===== config.mk =====
export PLATFORM = sky130hd
export DESIGN_NAME = serial_add_ctrl_flat
export DESIGN_NICKNAME = d
export VERILOG_FILES = /design/src/rtl/serial_add_ctrl_if.sv /design/src/rtl/serial_add_ctrl.sv /design/src/flat_wrapper.sv
export SDC_FILE = /design/constraint.sdc
export NUM_CORES = 1
export LEC_CHECK = 0
export CAP_MARGIN = 40
export CORE_ASPECT_RATIO = 0.9
export CORE_MARGIN = 5
export CORE_UTILIZATION = 41
export CTS_CLUSTER_DIAMETER = 80
export DETAILED_ROUTE_END_ITERATION = 10
export GPL_TIMING_DRIVEN = 0
export PLACE_DENSITY = 0.79
export SLEW_MARGIN = 20
export SYNTH_ARGS = -nofsm -noshare
export SYNTH_HDL_FRONTEND = slang
export SYNTH_SLANG_ARGS = --single-unit

===== constraint.sdc =====
create_clock -name clk -period 2.5 [get_ports clk]
set_input_delay 0.625 -clock clk [delete_from_list [all_inputs] [get_ports clk]]
set_output_delay 0.625 -clock clk [all_outputs]
set_load 0.1 [all_outputs]

===== src/rtl/serial_add_ctrl_if.sv =====
`default_nettype none
// ============================================================================
// Module      : serial_add_ctrl_if
// Description : Request/response handshake and adder-slice bus bundle for the
//               nibble-serial add/subtract controller.
// Revision    : 1.0  initial release
// ============================================================================
interface serial_add_ctrl_if #(
   parameter int NIB = 4
);
   // Request channel
   logic             req_valid;
   logic             req_ready;
   logic [4*NIB-1:0] req_a;
   logic [4*NIB-1:0] req_b;
   logic             req_cin;
   logic             req_sub;
   // Response channel
   logic             resp_valid;
   logic             resp_ready;
   logic [4*NIB-1:0] resp_sum;
   logic             resp_cout;
   logic             resp_ovf;
   // Status
   logic             busy;
   // Shared 4-bit adder slice
   logic [3:0]       add_in1;
   logic [3:0]       add_in2;
   logic             add_cin;
   logic [3:0]       add_sum;
   logic             add_cout;

   // Controller side
   modport slave (
      input  req_valid, req_a, req_b, req_cin, req_sub, resp_ready,
             add_sum, add_cout,
      output req_ready, resp_valid, resp_sum, resp_cout, resp_ovf, busy,
             add_in1, add_in2, add_cin
   );

   // Environment side (requester, consumer and adder slice)
   modport master (
      output req_valid, req_a, req_b, req_cin, req_sub, resp_ready,
             add_sum, add_cout,
      input  req_ready, resp_valid, resp_sum, resp_cout, resp_ovf, busy,
             add_in1, add_in2, add_cin
   );
endinterface
`default_nettype wire


===== src/rtl/serial_add_ctrl.sv =====
`default_nettype none
// ============================================================================
// Module      : serial_add_ctrl
// Description : Performs one 4*NIB-bit add/subtract by issuing one nibble at a
//               time (LSB first) to a shared pipelined 4-bit adder slice,
//               chaining the carry through an internal register.
// Revision    : 1.0  initial release
// ============================================================================
module serial_add_ctrl #(
   parameter int NIB     = 4,
   parameter int ADD_LAT = 2
) (
   input  wire logic         clk,
   input  wire logic         rst_n,
   serial_add_ctrl_if.slave  bus
);

   localparam int c_W    = 4 * NIB;
   localparam int c_IDXW = (NIB > 1) ? $clog2(NIB) : 1;
   localparam int c_CNTW = $clog2(ADD_LAT + 1);

   localparam logic [c_IDXW-1:0] c_LAST_IDX = c_IDXW'(NIB - 1);
   localparam logic [c_CNTW-1:0] c_CNT_LOAD = c_CNTW'(ADD_LAT);
   localparam logic [c_CNTW-1:0] c_CNT_ONE  = c_CNTW'(1);

   localparam logic [1:0] c_S_IDLE  = 2'd0;
   localparam logic [1:0] c_S_ISSUE = 2'd1;
   localparam logic [1:0] c_S_WAIT  = 2'd2;
   localparam logic [1:0] c_S_RESP  = 2'd3;

   logic [1:0]        r_state;
   logic [1:0]        w_state_nxt;
   logic [c_W-1:0]    r_opa;
   logic [c_W-1:0]    r_opb;
   logic [c_W-1:0]    r_result;
   logic              r_carry;
   logic [c_IDXW-1:0] r_idx;
   logic [c_CNTW-1:0] r_cnt;

   logic              w_accept;
   logic              w_capture;
   logic              w_last;
   logic [3:0]        w_nib_a;
   logic [3:0]        w_nib_b;

   // The slice result is valid in the last WAIT cycle, when the counter
   // loaded with ADD_LAT at ISSUE has counted down to one.
   assign w_accept  = (r_state == c_S_IDLE) && bus.req_valid;
   assign w_capture = (r_state == c_S_WAIT) && (r_cnt == c_CNT_ONE);
   assign w_last    = (r_idx == c_LAST_IDX);
   assign w_nib_a   = r_opa[r_idx*4 +: 4];
   assign w_nib_b   = r_opb[r_idx*4 +: 4];

   // State register
   always_ff @(posedge clk or negedge rst_n) begin
      if (!rst_n) begin
         r_state <= c_S_IDLE;
      end else begin
         r_state <= w_state_nxt;
      end
   end

   // Next-state logic
   always_comb begin
      w_state_nxt = r_state;
      case (r_state)
         c_S_IDLE:  if (bus.req_valid) w_state_nxt = c_S_ISSUE;
         c_S_ISSUE: w_state_nxt = c_S_WAIT;
         c_S_WAIT:  if (w_capture) w_state_nxt = w_last ? c_S_RESP : c_S_ISSUE;
         c_S_RESP:  if (bus.resp_ready) w_state_nxt = c_S_IDLE;
         default:   w_state_nxt = c_S_IDLE;
      endcase
   end

   // Output logic; the adder slice sees non-zero operands only during ISSUE
   always_comb begin
      bus.req_ready  = (r_state == c_S_IDLE);
      bus.resp_valid = (r_state == c_S_RESP);
      bus.busy       = (r_state != c_S_IDLE);
      bus.add_in1    = 4'd0;
      bus.add_in2    = 4'd0;
      bus.add_cin    = 1'b0;
      if (r_state == c_S_ISSUE) begin
         bus.add_in1 = w_nib_a;
         bus.add_in2 = w_nib_b;
         bus.add_cin = r_carry;
      end
      bus.resp_sum  = r_result;
      bus.resp_cout = r_carry;
      // Signed overflow uses the post-inversion B, so it covers subtract too
      bus.resp_ovf  = (r_opa[c_W-1] == r_opb[c_W-1]) &&
                      (r_result[c_W-1] != r_opa[c_W-1]);
   end

   // Operand latch, carry chain, nibble index, latency counter and result
   always_ff @(posedge clk or negedge rst_n) begin
      if (!rst_n) begin
         r_opa    <= '0;
         r_opb    <= '0;
         r_result <= '0;
         r_carry  <= 1'b0;
         r_idx    <= '0;
         r_cnt    <= '0;
      end else begin
         if (w_accept) begin
            r_opa   <= bus.req_a;
            r_opb   <= bus.req_sub ? ~bus.req_b : bus.req_b;
            r_carry <= bus.req_sub | bus.req_cin;
            r_idx   <= '0;
         end
         if (r_state == c_S_ISSUE) begin
            r_cnt <= c_CNT_LOAD;
         end
         if (r_state == c_S_WAIT) begin
            r_cnt <= r_cnt - 1'b1;
         end
         if (w_capture) begin
            r_result[r_idx*4 +: 4] <= bus.add_sum;
            r_carry                <= bus.add_cout;
            if (!w_last) begin
               r_idx <= r_idx + 1'b1;
            end
         end
      end
   end

endmodule
`default_nettype wire


===== src/flat_wrapper.sv =====
// flat-port wrapper written by rule: the top's interface ports become plain ports
module serial_add_ctrl_flat 
#(
   parameter int NIB     = 4,
   parameter int ADD_LAT = 2
)
  (clk, rst_n, bus_req_valid, bus_req_a, bus_req_b, bus_req_cin, bus_req_sub, bus_resp_ready, bus_add_sum, bus_add_cout, bus_req_ready, bus_resp_valid, bus_resp_sum, bus_resp_cout, bus_resp_ovf, bus_busy, bus_add_in1, bus_add_in2, bus_add_cin);
  serial_add_ctrl_if #(.NIB(NIB)) bus_i ();
  input  wire logic clk;
  input  wire logic rst_n;
  input wire logic [$bits(bus_i.req_valid)-1:0] bus_req_valid;
  input wire logic [$bits(bus_i.req_a)-1:0] bus_req_a;
  input wire logic [$bits(bus_i.req_b)-1:0] bus_req_b;
  input wire logic [$bits(bus_i.req_cin)-1:0] bus_req_cin;
  input wire logic [$bits(bus_i.req_sub)-1:0] bus_req_sub;
  input wire logic [$bits(bus_i.resp_ready)-1:0] bus_resp_ready;
  input wire logic [$bits(bus_i.add_sum)-1:0] bus_add_sum;
  input wire logic [$bits(bus_i.add_cout)-1:0] bus_add_cout;
  output wire logic [$bits(bus_i.req_ready)-1:0] bus_req_ready;
  output wire logic [$bits(bus_i.resp_valid)-1:0] bus_resp_valid;
  output wire logic [$bits(bus_i.resp_sum)-1:0] bus_resp_sum;
  output wire logic [$bits(bus_i.resp_cout)-1:0] bus_resp_cout;
  output wire logic [$bits(bus_i.resp_ovf)-1:0] bus_resp_ovf;
  output wire logic [$bits(bus_i.busy)-1:0] bus_busy;
  output wire logic [$bits(bus_i.add_in1)-1:0] bus_add_in1;
  output wire logic [$bits(bus_i.add_in2)-1:0] bus_add_in2;
  output wire logic [$bits(bus_i.add_cin)-1:0] bus_add_cin;
  assign bus_i.req_valid = bus_req_valid;
  assign bus_i.req_a = bus_req_a;
  assign bus_i.req_b = bus_req_b;
  assign bus_i.req_cin = bus_req_cin;
  assign bus_i.req_sub = bus_req_sub;
  assign bus_i.resp_ready = bus_resp_ready;
  assign bus_i.add_sum = bus_add_sum;
  assign bus_i.add_cout = bus_add_cout;
  assign bus_req_ready = bus_i.req_ready;
  assign bus_resp_valid = bus_i.resp_valid;
  assign bus_resp_sum = bus_i.resp_sum;
  assign bus_resp_cout = bus_i.resp_cout;
  assign bus_resp_ovf = bus_i.resp_ovf;
  assign bus_busy = bus_i.busy;
  assign bus_add_in1 = bus_i.add_in1;
  assign bus_add_in2 = bus_i.add_in2;
  assign bus_add_cin = bus_i.add_cin;
  serial_add_ctrl #(.NIB(NIB), .ADD_LAT(ADD_LAT)) u_core (.clk(clk), .rst_n(rst_n), .bus(bus_i));
endmodule

==> metrics.yaml <==
rows: 28
fin_crit_sh_pct: 97.3
vias: 2122
setup_viol: 0
synthToLayoutAreaGrowth_pct: 52.8
ff_latch_area_um2: 1380
crit_fanout: 3
comb_power_share_pct: 59.7
finalWirelength_um: 6640
grt_pass1_wl_um: 11100
cts_buffer_depth: 2
cts_tree: "done"
crit_slowest_cell: "mux4_1"
clkSinkCount: 55
postPlaceCellArea_um2: 4030
end_kind: "output port"
cp-start-kind: "flip-flop"
crit_chain: "buf_6 > buf_4 > mux4_1 > and2_4 > buf_12"
first_iter_violations: 51
powerDensity_nw_per_um2: 1200
multi_input_area_um2: 1310
wl_met3_um: 292
ys_ff_latch: 55
initial_utilization_pct: 42.0
fin_total_pwr_w: 0.00505
p_sw_w: 0.00225
clkSlewWorstSetupHoldPaths_ns: 0.10
p_int_w: 0.00280
top_layer_used: "met4"
grt_start_max_net_pins: 56
max_freq_mhz: 411
num_antenna_cells: 0
wl_per_cell_um: 15.3
portBuffers: 71
syn_nets: 291
leakage_nw: 1.79
root_buffer: "clkbuf_8"
yosysUniqueCellTypes: 32
drive_gt1_share_pct: 26.5
status: "complete, no violations"
io_pins: 73
pwr-share-seq_pct: 28.1
min_period_ns: 2.43
die_x_um: 96.3
tightest_slew_ns: 0.688
dieHeight_um: 87.7
overflow: 0
synth_warnings: 0
min_path_type: "input pin to async pin"
n_fill_cell: 500
finalMaxSlewViolations: 0
worstSkewPairLatency_ns: 0.30
fin_tns_setup_ns: 0
dp_hpwl_um: 5120
postLayoutCoreUtil_pct: 64.1
core-area_um2: 6550
finalHoldViolCount: 0
cp_top_family: "multiplexers"
relSlewSlack_pct: 54.1
drc: 0
peakVddDrop_mv: 0.963
worst_path_largest_cell_delay_ns: 0.52
met1_length_um: 2780
syn-cell-area_um2: 2750
pwr-share-clk_pct: 12.3
antenna_found_initial: 0
nNetsFinal: 397
wl_met2_um: 3480
htree_levels: 2
grt.total_usage_pct: 17.0
fin_hold_ws_ns: 0.345
cts_hold_buf: 0
skew_ns: 0.00485
numCtsBuffers: 5
place_congestion: 0.709
grt_pass1_vias: 2326
worstPathRequired_ns: 1.88
timing.critical_path.buf_inv: 3
cap_viol_max_count: 0
postLayoutCellArea_um2: 4200
p_sw_share_pct: 44.5
synth.yosys.seq_area_share_pct: 50.0
via_per_inst: 4.89
ant_nets: 0
arrival_ns: 1.81
crit_type: "flip-flop to output port"
syn_area_per_cell_um2: 11.6
first_pass_iters: 4
dieArea_um2: 8450
syn_inst: 237
-- per-stage QoR --
step / cells / setup slack [ns]
after floorplan: 237 / 0.0969
after global placement: 398 / -0.832
after detailed placement: 428 / -0.210
after CTS: 436 / -0.307
after global routing: 434 / -0.00211
final: 434 / 0.0667
-- path summary, 6_finish.rpt --
check	start	to	slack, ns	depth (start not counted)
min reg2reg	u_core.r_opb[7]	u_core.r_opb[7]	0.48	2
max	u_core.r_idx[0]	bus_add_in2[3]	0.07	5
min in group clk	u_core.r_opb[7]	u_core.r_opb[7]	0.48	2
min	rst_n	u_core.bus.resp_sum[8]	0.34	1
max reg2reg	u_core.r_idx[0]	u_core.bus.resp_sum[8]	0.46	8
max in group asynchronous	rst_n	u_core.r_idx[0]	1.66	1
-- kinds of logic after synthesis --
kind of cell             count (synthesis)  synth area share, %
AND/OR/NAND/NOR                         69                 13.6
flip-flops                              55                 50.0
AO/OA/AOI/OAI                           43                 9.55
multiplexers                            24                 13.5
buffers and inverters                   19                 3.23
XOR/XNOR                                16                 5.10
adder cells (fa/ha/maj)                 11                 5.00
-- flip-flops by register name, indices dropped and copies added, names as in the netlist --
signal / count
u_core.r_cnt: 2
u_core.bus.resp_sum: 16
u_core.r_opb: 16
u_core.r_idx: 2
u_core.bus.resp_cout: 1
u_core.r_opa: 16
u_core.r_state: 2
-- per-layer routing --
metal	vias up	global-route usage, %
met1	1032	21.6
met3	8	3.35
met4	0	4.84
met5	-	0
met2	55	29.7
li1	1027	-
-- area by class of cell --
cell class | count | area share, %
clock inverter | 2 | 0.834
timing repair buffer | 99 | 28.2
buffer | 11 | 1.64
clock buffer | 6 | 1.97
tap | 90 | 2.68
sequential | 55 | 32.8
inverter | 8 | 0.715
multi-input combinational | 163 | 31.1
-- layout by cell type (no fill, tap or decap), types with 2 or more instances in the layout --
cell / count
buf_4: 8
o21ai_0: 21
nor2b_1: 3
buf_12: 12
mux4_1: 3
nor2_1: 2
nor4b_4: 2
and2_4: 3
dfrtp_1: 53
mux2_2: 16
inv_2: 2
mux4_2: 5
clkbuf_8: 6
nand3_1: 5
clkbuf_1: 3
buf_2: 5
o21ai_1: 8
clkdlybuf4s50_1: 60
inv_1: 6
and2_1: 6
xnor2_1: 16
nand2_1: 41
buf_8: 20
dfrtp_2: 2
ha_1: 10
a22o_1: 8
-- synth_stat cells, drive strengths merged --
cell type  instances  area share (%)
nand3              6             1.3
xnor2             16             5.1
buf                7             1.6
a211oi             1            0.27
and3b              1            0.32
nor4               1            0.45
o21ai             30             5.5
nor2               2            0.27
mux2              16             6.6
and4bb             1            0.45
nand2             41             5.6
inv                8             1.1
o32a               1            0.36
and2               9             2.0
ha                11             5.0
nor3               1            0.18
clkbuf             4            0.55
nor4b              2             1.7
a22o               8             2.5
nor2b              3            0.68
mux4               8             7.0
a21o               1            0.27
o2bb2ai            1            0.32
dfrtp             55              50
o311ai             1            0.32
nand2b             2            0.55
-- power by group through the flow --
stage,Clock (W),Combinational (W),Sequential (W)
finish,0.000619,0.00301,0.00142
global route,0.000669,0.00319,0.00145
CTS,0.000626,0.00304,0.00141
detailed placement,0,0.00294,0.00143
global placement,0,0.00241,0.00141
floorplan,0,0.00160,0.00167
-- timing repair --
item                                    4_1_cts  5_1_grt
cloned                                        0        0
endpoints found under the setup margin        9        6
setup buffers                                 7        1
gates resized for setup                      18        5
(Power assumes the default switching activity.)
